File: src/rtl/frame_timer_pkg.sv
// -----------------------------------------------------------------------------
// frame_timer_pkg
// Shared types and constants for the frame timer scheduler.
//   ch_state_t      : per-channel state (CH_IDLE / CH_RUN)
//   FRAME_DIV_60HZ  : clk cycles per 60 Hz frame at 50 MHz
//   FRAMES_125MS    : frame count for a ~125 ms delay
//   CH_*            : channel index assignment used by the game logic
//   div_width()     : prescaler counter width for a given divide ratio
// -----------------------------------------------------------------------------
package frame_timer_pkg;

  typedef enum logic {
    CH_IDLE = 1'b0,
    CH_RUN  = 1'b1
  } ch_state_t;

  localparam int FRAME_DIV_60HZ = 833334;
  localparam int FRAMES_125MS   = 8;

  localparam int CH_SWING   = 0;
  localparam int CH_EXTEND  = 1;
  localparam int CH_GAMECLK = 2;
  localparam int CH_ANIM    = 3;

  // Counter must hold 0..div-1; never narrower than one bit.
  function automatic int div_width(input int div);
    return (div <= 2) ? 1 : $clog2(div);
  endfunction

endpackage

File: src/rtl/frame_prescaler.sv
// -----------------------------------------------------------------------------
// frame_prescaler
// Shared frame timebase. Counts 0..FRAME_DIV-1 while any channel runs and
// emits a one-cycle tick on the last count. Parked at 0 whenever no channel
// is running, so a start from all-idle always sees a full first frame.
// Optional macro FRAME_TIMER_PAUSE_EN adds a pause input that freezes the
// count and suppresses the tick.
// Ports:
//   clk, resetn : clock, async active-low reset
//   run         : any channel busy
//   pause       : (FRAME_TIMER_PAUSE_EN only) freeze timebase
//   tick        : one-cycle frame tick, combinational from r_div_cnt/run
// -----------------------------------------------------------------------------
module frame_prescaler
  import frame_timer_pkg::*;
#(
  parameter int FRAME_DIV = FRAME_DIV_60HZ
) (
  input  logic clk,
  input  logic resetn,
  input  logic run,
`ifdef FRAME_TIMER_PAUSE_EN
  input  logic pause,
`endif
  output logic tick
);

  localparam int                DIV_W = div_width(FRAME_DIV);
  localparam logic [DIV_W-1:0]  LAST  = DIV_W'(FRAME_DIV - 1);

  logic [DIV_W-1:0] r_div_cnt;
  logic             w_hold;

`ifdef FRAME_TIMER_PAUSE_EN
  assign w_hold = pause;
`else
  assign w_hold = 1'b0;
`endif

  always_ff @(posedge clk or negedge resetn) begin
    if (!resetn) begin
      r_div_cnt <= '0;
    end else if (!run) begin
      // Idle timebase returns to phase 0 one cycle after the last channel stops.
      r_div_cnt <= '0;
    end else if (!w_hold) begin
      r_div_cnt <= (r_div_cnt == LAST) ? '0 : r_div_cnt + 1'b1;
    end
  end

  assign tick = run && !w_hold && (r_div_cnt == LAST);

endmodule

File: src/rtl/frame_timer_scheduler.sv
// -----------------------------------------------------------------------------
// frame_timer_scheduler
// One shared frame prescaler plus NUM_CH frame-count timer channels. Each
// channel is loaded with a frame count on req[i] and pulses done[i] for one
// cycle when the count expires; periodic channels reload and keep running.
// Optional macro FRAME_TIMER_PAUSE_EN adds a pause input that freezes the
// timebase (and therefore all counts); req/cancel are still honoured.
// Ports:
//   clk, resetn : clock, async active-low reset
//   req[i]      : start/restart channel i (samples frames/periodic)
//   frames      : ch i count at [i*CNT_W +: CNT_W]; 0 = immediate done
//   periodic[i] : auto-reload after each expiry
//   cancel[i]   : stop channel i, no done; wins over req and tick
//   pause       : (FRAME_TIMER_PAUSE_EN only) freeze timebase
//   busy[i]     : channel i running
//   done[i]     : one-cycle expiry pulse
//   frame_tick  : shared one-cycle frame tick
// -----------------------------------------------------------------------------
module frame_timer_scheduler
  import frame_timer_pkg::*;
#(
  parameter int FRAME_DIV = FRAME_DIV_60HZ,
  parameter int NUM_CH    = 4,
  parameter int CNT_W     = 8
) (
  input  logic                    clk,
  input  logic                    resetn,
  input  logic [NUM_CH-1:0]       req,
  input  logic [NUM_CH*CNT_W-1:0] frames,
  input  logic [NUM_CH-1:0]       periodic,
  input  logic [NUM_CH-1:0]       cancel,
`ifdef FRAME_TIMER_PAUSE_EN
  input  logic                    pause,
`endif
  output logic [NUM_CH-1:0]       busy,
  output logic [NUM_CH-1:0]       done,
  output logic                    frame_tick
);

  logic w_run;
  logic w_tick;

  assign w_run      = |busy;
  assign frame_tick = w_tick;

  frame_prescaler #(
    .FRAME_DIV (FRAME_DIV)
  ) u_prescaler (
    .clk    (clk),
    .resetn (resetn),
    .run    (w_run),
`ifdef FRAME_TIMER_PAUSE_EN
    .pause  (pause),
`endif
    .tick   (w_tick)
  );

  for (genvar i = 0; i < NUM_CH; i++) begin : g_ch
    ch_state_t        r_state;
    logic [CNT_W-1:0] r_remaining;
    logic [CNT_W-1:0] r_reload;
    logic             r_per_q;
    logic             r_done;
    logic [CNT_W-1:0] w_frames;

    assign w_frames = frames[i*CNT_W +: CNT_W];

    always_ff @(posedge clk or negedge resetn) begin
      if (!resetn) begin
        r_state     <= CH_IDLE;
        r_remaining <= '0;
        r_reload    <= '0;
        r_per_q     <= 1'b0;
        r_done      <= 1'b0;
      end else begin
        r_done <= 1'b0;
        if (cancel[i]) begin
          r_state     <= CH_IDLE;
          r_remaining <= '0;
        end else if (req[i]) begin
          // Restart ignores any tick in this cycle; the new count begins at
          // the next prescaler wrap, so a mid-run start gets a partial frame.
          r_reload    <= w_frames;
          r_remaining <= w_frames;
          r_per_q     <= periodic[i];
          if (w_frames == '0) begin
            r_state <= CH_IDLE;
            r_done  <= 1'b1;
          end else begin
            r_state <= CH_RUN;
          end
        end else if (r_state == CH_RUN && w_tick) begin
          if (r_remaining == CNT_W'(1)) begin
            r_done <= 1'b1;
            if (r_per_q) begin
              r_remaining <= r_reload;
            end else begin
              r_remaining <= '0;
              r_state     <= CH_IDLE;
            end
          end else begin
            r_remaining <= r_remaining - 1'b1;
          end
        end
      end
    end

    assign busy[i] = (r_state == CH_RUN);
    assign done[i] = r_done;
  end

endmodule

File: config.mk
export PLATFORM = sky130hd
export DESIGN_NAME = frame_timer_scheduler
export DESIGN_NICKNAME = d
export VERILOG_FILES = /design/src/rtl/frame_timer_pkg.sv /design/src/rtl/frame_prescaler.sv /design/src/rtl/frame_timer_scheduler.sv
export SDC_FILE = /design/constraint.sdc
export NUM_CORES = 1
export LEC_CHECK = 0
export CORE_ASPECT_RATIO = 0.5
export CORE_MARGIN = 1
export CORE_UTILIZATION = 35
export CTS_CLUSTER_SIZE = 40
export DETAILED_ROUTE_END_ITERATION = 10
export HOLD_SLACK_MARGIN = 0.05
export SLEW_MARGIN = 20
export SYNTH_ARGS = -nofsm -noshare
export SYNTH_HDL_FRONTEND = slang
export SYNTH_SLANG_ARGS = --single-unit
File: constraint.sdc
create_clock -name clk -period 4.4 [get_ports clk]
set_input_delay 0.88 -clock clk [delete_from_list [all_inputs] [get_ports clk]]
set_output_delay 0.88 -clock clk [all_outputs]
set_load 0.01 [all_outputs]
==> impl_metrics.env, run 1 <==
export IMPL_setup_tns_ns=0
export IMPL_die_h_um=90.8
export IMPL_tightest_slew_ns=0.885
export IMPL_drive_gt1_share_pct=8.32
export IMPL_drc_errors=0
export IMPL_timing_final_crit_period_ns=3.83
export IMPL_clk_latency_ns=0.35
export IMPL_slew_viol_final=0
export IMPL_irDropWorstVdd_mv=0.191
export IMPL_synth_seq_cells=96
export IMPL_firstDrtPassIters=6
export IMPL_grt_ovfl_total=0
export IMPL_hold_violations=0
export IMPL_die_w_um=180
export IMPL_ctsResizeCount=0
export IMPL_synthDominantCellAreaShare_pct=43.6
export IMPL_synth_nets=680
export IMPL_period_share_pct=87.0
export IMPL_cts_tree="done"
export IMPL_die_area_sq_um=16300
export IMPL_gp_congestion=0.840
export IMPL_grt_max_degree=51
export IMPL_p_leak_nw=2.72
export IMPL_ys_async_sr_fraction_pct=100
export IMPL_grt_pass1_wl_um=22900
export IMPL_worst_slack_ns=0.573
export IMPL_dp_hpwl_um=9730
export IMPL_worstPathRequired_ns=3.52
export IMPL_portBuffers=54
export IMPL_syn2layout_area_growth_pct=17.8
export IMPL_syn_area_sq_um=5520
export IMPL_vias_per_cell=5.42
export IMPL_wire_per_inst_um=15.8
export IMPL_place_ws_ns=0.925
export IMPL_final_nets=712
export IMPL_synth_edf_count=0
export IMPL_start_kind="flop"
export IMPL_avgSynthCellArea_sq_um=8.84
export IMPL_place_area_sq_um=6170
export IMPL_maxCapViolCount=0
export IMPL_synth_area_top_cells="dfrtp_1, nand2_1, nor2_1, xnor2_1, or4_1"
export IMPL_grt_usage_pct=17.5
export IMPL_htreeDepth=3
export IMPL_synthDistinctLibCells=58
export IMPL_drtIter0Drc=343
export IMPL_cts_buffer_depth=2
export IMPL_core_area_sq_um=15400
export IMPL_cts_sinks=96
export IMPL_start_util_pct=35.8
export IMPL_fin_area_sq_um=6500
export IMPL_io_pins=55
export IMPL_synth_top_cell_by_area="dfrtp_1"
export IMPL_placementRows=32
export IMPL_clk_pin_slew_ns=0.07
export IMPL_hold_worst_slack_ns=0.480
export IMPL_synth_main_ff_cell="dfrtp_1"
export IMPL_antenna_found_initial=0
export IMPL_n_antenna_cell=0
export IMPL_worstPathArrival_ns=2.95
export IMPL_routed_wl_um=13700
export IMPL_drtAntennaViolNets=0
export IMPL_criticalPathCategory="flop to output pin"
export IMPL_setup_viol=0
export IMPL_postCtsSetupBuffers=0
export IMPL_cts_made_buffers=9
export IMPL_ys_seq_area_share_pct=43.6
export IMPL_finalClockSkew_ns=0.0100
export IMPL_cts_root_buf="clkbuf_16"
export IMPL_grt_pass1_vias=4505
export IMPL_max_freq_mhz=261
export IMPL_holdBufCountCts=0
export IMPL_hold_path_class="flop to flop"
export IMPL_outcome="complete, no violations"
export IMPL_maxSlewHeadroom_pct=40.9
export IMPL_rsz0062_at_grt="no"
export IMPL_crit_fanout=9
export IMPL_yosys_warnings=0
export IMPL_powerDensity_nw_per_um2=347
export IMPL_crit_path_end_kind="output pin"
export IMPL_synth_cells=624
export IMPL_routed_via_count=4684
path summary, 6_finish.rpt:
check                                    startpoint                     end  slack, ns  cells after the start
setup / recovery           u_prescaler.r_div_cnt[6]              frame_tick       0.57                      5
hold / removal                  g_ch[1].r_reload[3]     g_ch[1].r_reload[3]       0.48                      2
setup reg to reg           u_prescaler.r_div_cnt[6]  g_ch[2].r_remaining[5]       1.58                      5
hold reg to reg                 g_ch[1].r_reload[3]     g_ch[1].r_reload[3]       0.48                      2
max in group asynchronous                    resetn  g_ch[0].r_remaining[7]       3.04                      2
min in group asynchronous                    resetn     g_ch[3].r_reload[3]       0.57                      1
stage by stage:
stage,util (%),std cells,power [mW]
after floorplan,-,624,1.27
after global placement,40.0,849,1.40
after detailed placement,40.0,849,1.41
after global routing,42.2,865,2.37
final,42.2,865,2.26
after CTS,42.2,865,2.28
Yosys cell counts, types with 11 or more instances:
| master | n |
|---|---|
| inv_1 | 31 |
| o21ai_0 | 18 |
| mux2_2 | 11 |
| nor4_1 | 14 |
| xor2_1 | 14 |
| nor2_1 | 55 |
| a21oi_1 | 27 |
| nand2_1 | 108 |
| or4_1 | 19 |
| nand3_1 | 28 |
| nor3_1 | 15 |
| clkbuf_1 | 26 |
| dfrtp_1 | 96 |
| xnor2_1 | 18 |
area by class of cell:
type                       instances  area [sq um]
fill                            1551          8920
tap                              204           255
clock inverter                     6          90.1
sequential                        96          2400
timing repair buffer              58           568
inverter                          32           120
clock buffer                      10           239
multi-input combinational        459          2820
cells by family after synthesis:
kind of cell / Yosys count / share of synthesized area, %
AND/OR/NAND/NOR: 302 / 28.1
AO/OA/AOI/OAI: 100 / 12.6
flip-flops: 96 / 43.6
buffers and inverters: 69 / 5.40
XOR/XNOR: 32 / 5.08
multiplexers: 15 / 2.97
adder cells (fa/ha/maj): 10 / 2.27
sequential cells by signal, summed over array words and instances (netlist names):
register,flops
g_ch.r_reload,32
g_ch.r_remaining,32
u_prescaler.r_div_cnt,20
g_ch.r_done,4
g_ch.r_per_q,4
g_ch.r_state,4
metal layers:
layer  wire [um]  track usage (%)
met1        6960             24.3
met2        6150             28.0
met3         475             3.31
met4         112             3.95
met5           0                0
critical path, cell delays in order, from the launching register on:
cell and delay (ns):
dfrtp_1 0.44, or4_1 0.56, nor4_2 0.43, nand2_1 0.31, a41oi_1 0.29, clkdlybuf4s50_1 0.57
placed cells by master, fill, tap and decap left out, types with 8 or more instances in the layout:
cell,Yosys,final
clkbuf_16,0,9
a21oi_1,27,27
or4_1,19,19
nor3_1,15,15
xor2_1,14,14
nand3_1,28,28
o21ai_0,18,18
nor4_1,14,14
dfrtp_1,96,96
xnor2_1,18,18
mux2_2,11,11
and3_1,10,10
inv_1,31,31
ha_1,10,10
nand2_1,108,108
nor3b_1,8,8
nor2_1,55,55
clkdlybuf4s50_1,0,53
power by group:
group	switching [mW]	internal (mW)
combinational	0.178	0.160
clock	0.349	0.516
sequential	0.0911	0.962
Note: power is estimated with default switching activity, not from simulation.
==> run 2, diff against run 1 <==
CAP_MARGIN = 15   (was default)
GPL_TIMING_DRIVEN = 0   (was default)
SLEW_MARGIN = 40   (was 20)
==> impl_metrics.env, run 2 (synthesis results as in run 1) <==
export IMPL_outcome="complete, no violations"
export IMPL_worstPathRequired_ns=3.52
export IMPL_io_pins=55
export IMPL_crit_path_end_kind="output pin"
export IMPL_hold_path_class="primary input to async pin"
export IMPL_finalPower_mw=2.15
export IMPL_hold_violations=0
export IMPL_mostFrequentLayoutCell="nand2_1"
export IMPL_cts_buffer_depth=2
export IMPL_tightest_slew_ns=0.713
export IMPL_period_share_pct=90.7
export IMPL_routed_via_count=4789
export IMPL_rsz0062_at_grt="no"
export IMPL_max_freq_mhz=251
export IMPL_grt_pass1_wl_um=23000
export IMPL_dp_hpwl_um=9930
export IMPL_wire_per_inst_um=15.1
export IMPL_postCtsSetupBuffers=0
export IMPL_n_antenna_cell=0
export IMPL_top_regs="g_ch.r_reload (32), g_ch.r_remaining (32), u_prescaler.r_div_cnt (20)"
export IMPL_slew_viol_final=0
export IMPL_gp_congestion=0.893
export IMPL_grt_ovfl_total=0
export IMPL_die_h_um=90.8
export IMPL_drc_errors=0
export IMPL_holdBufCountCts=0
export IMPL_start_util_pct=35.8
export IMPL_htreeDepth=3
export IMPL_syn2layout_area_growth_pct=19.6
export IMPL_timing_final_crit_period_ns=3.99
export IMPL_start_kind="flop"
export IMPL_setup_viol=0
export IMPL_clk_pin_slew_ns=0.07
export IMPL_vias_per_cell=5.34
export IMPL_criticalPathCategory="flop to output pin"
export IMPL_drtIter0Drc=331
export IMPL_drtAntennaViolNets=0
export IMPL_ctsResizeCount=0
export IMPL_rrSetupSlack_ns=1.72
export IMPL_final_nets=743
export IMPL_p_leak_nw=2.76
export IMPL_maxCapViolCount=0
export IMPL_portBuffers=51
export IMPL_finalClockSkew_ns=0.00941
export IMPL_clk_latency_ns=0.34
export IMPL_cts_sinks=96
export IMPL_die_w_um=180
export IMPL_maxSlewHeadroom_pct=52.1
export IMPL_powerDensity_nw_per_um2=325
export IMPL_firstDrtPassIters=6
export IMPL_setup_tns_ns=0
export IMPL_cts_tree="done"
export IMPL_antenna_found_initial=0
export IMPL_cts_made_buffers=9
export IMPL_final_cell_mix="nand2_1, dfrtp_1, nor2_1"
export IMPL_crit_fanout=9
export IMPL_grt_max_degree=52
export IMPL_drive_gt1_share_pct=8.96
export IMPL_grt_pass1_vias=4593
export IMPL_placementRows=32
export IMPL_routed_wl_um=13500
export IMPL_grt_usage_pct=17.4
export IMPL_irDropWorstVdd_mv=0.213
export IMPL_worstPathArrival_ns=3.11
export IMPL_core_area_sq_um=15400
export IMPL_die_area_sq_um=16300
export IMPL_cts_root_buf="clkbuf_16"
run 2: final timing paths:
path,start,endpoint,cells past startpoint
worst max register to register,u_prescaler.r_div_cnt[6],g_ch[2].r_state,5
max in group asynchronous,resetn,u_prescaler.r_div_cnt[8],2
worst max-delay path,u_prescaler.r_div_cnt[6],frame_tick,5
worst min register to register,g_ch[1].r_reload[6],g_ch[1].r_reload[6],2
min in group clk,g_ch[1].r_reload[6],g_ch[1].r_reload[6],2
worst min-delay path,resetn,g_ch[3].r_remaining[5],1
run 2: metal layers:
metal / track usage, % / share of wire (%) / up-vias
li1: - / - / 2347
met1: 24.6 / 50 / 2314
met2: 27.4 / 45 / 115
met3: 3.47 / 4.2 / 13
met4: 3.88 / 1.1 / 0
met5: 0 / 0 / -
run 2: cell type report:
type,instances,area (sq um)
fill,1497,8820
multi-input combinational,459,2820
timing repair buffer,52,543
clock inverter,7,55.1
sequential,96,2400
inverter,32,120
clock buffer,9,225
buffer,37,178
tap,204,255
run 2: per-stage QoR:
stage / hold slack (ns) / utilization, % / instances / worst slack [ns] / cell area (sq um)
6_report: 0.450 / 42.8 / 896 / 0.411 / 6590
5_1_grt: 0.474 / 42.8 / 896 / 0.229 / 6590
4_1_cts: 0.460 / 42.8 / 896 / 0.331 / 6590
3_5_place_dp: 0.467 / 41.0 / 880 / 0.728 / 6310
3_3_place_gp: 0.459 / 40.7 / 879 / -1.36 / 6280
2_1_floorplan: 0.438 / - / 624 / 1.75 / 5520
run 2: critical path, cell delays in order (launching register included):
cell	delay, ns
dfrtp_1	0.44
or4_1	0.56
nor4_2	0.47
nand2_1	0.37
a41oi_1	0.35
clkdlybuf4s50_1	0.59
run 2: where the power goes:
group | leakage [nW] | switching, mW | internal, mW | total (mW)
registers | 1.24 | 0.0703 | 0.962 | 1.03
logic | 1.39 | 0.200 | 0.167 | 0.367
clock network | 0.133 | 0.356 | 0.390 | 0.746
total | 2.76 | 0.626 | 1.52 | 2.15
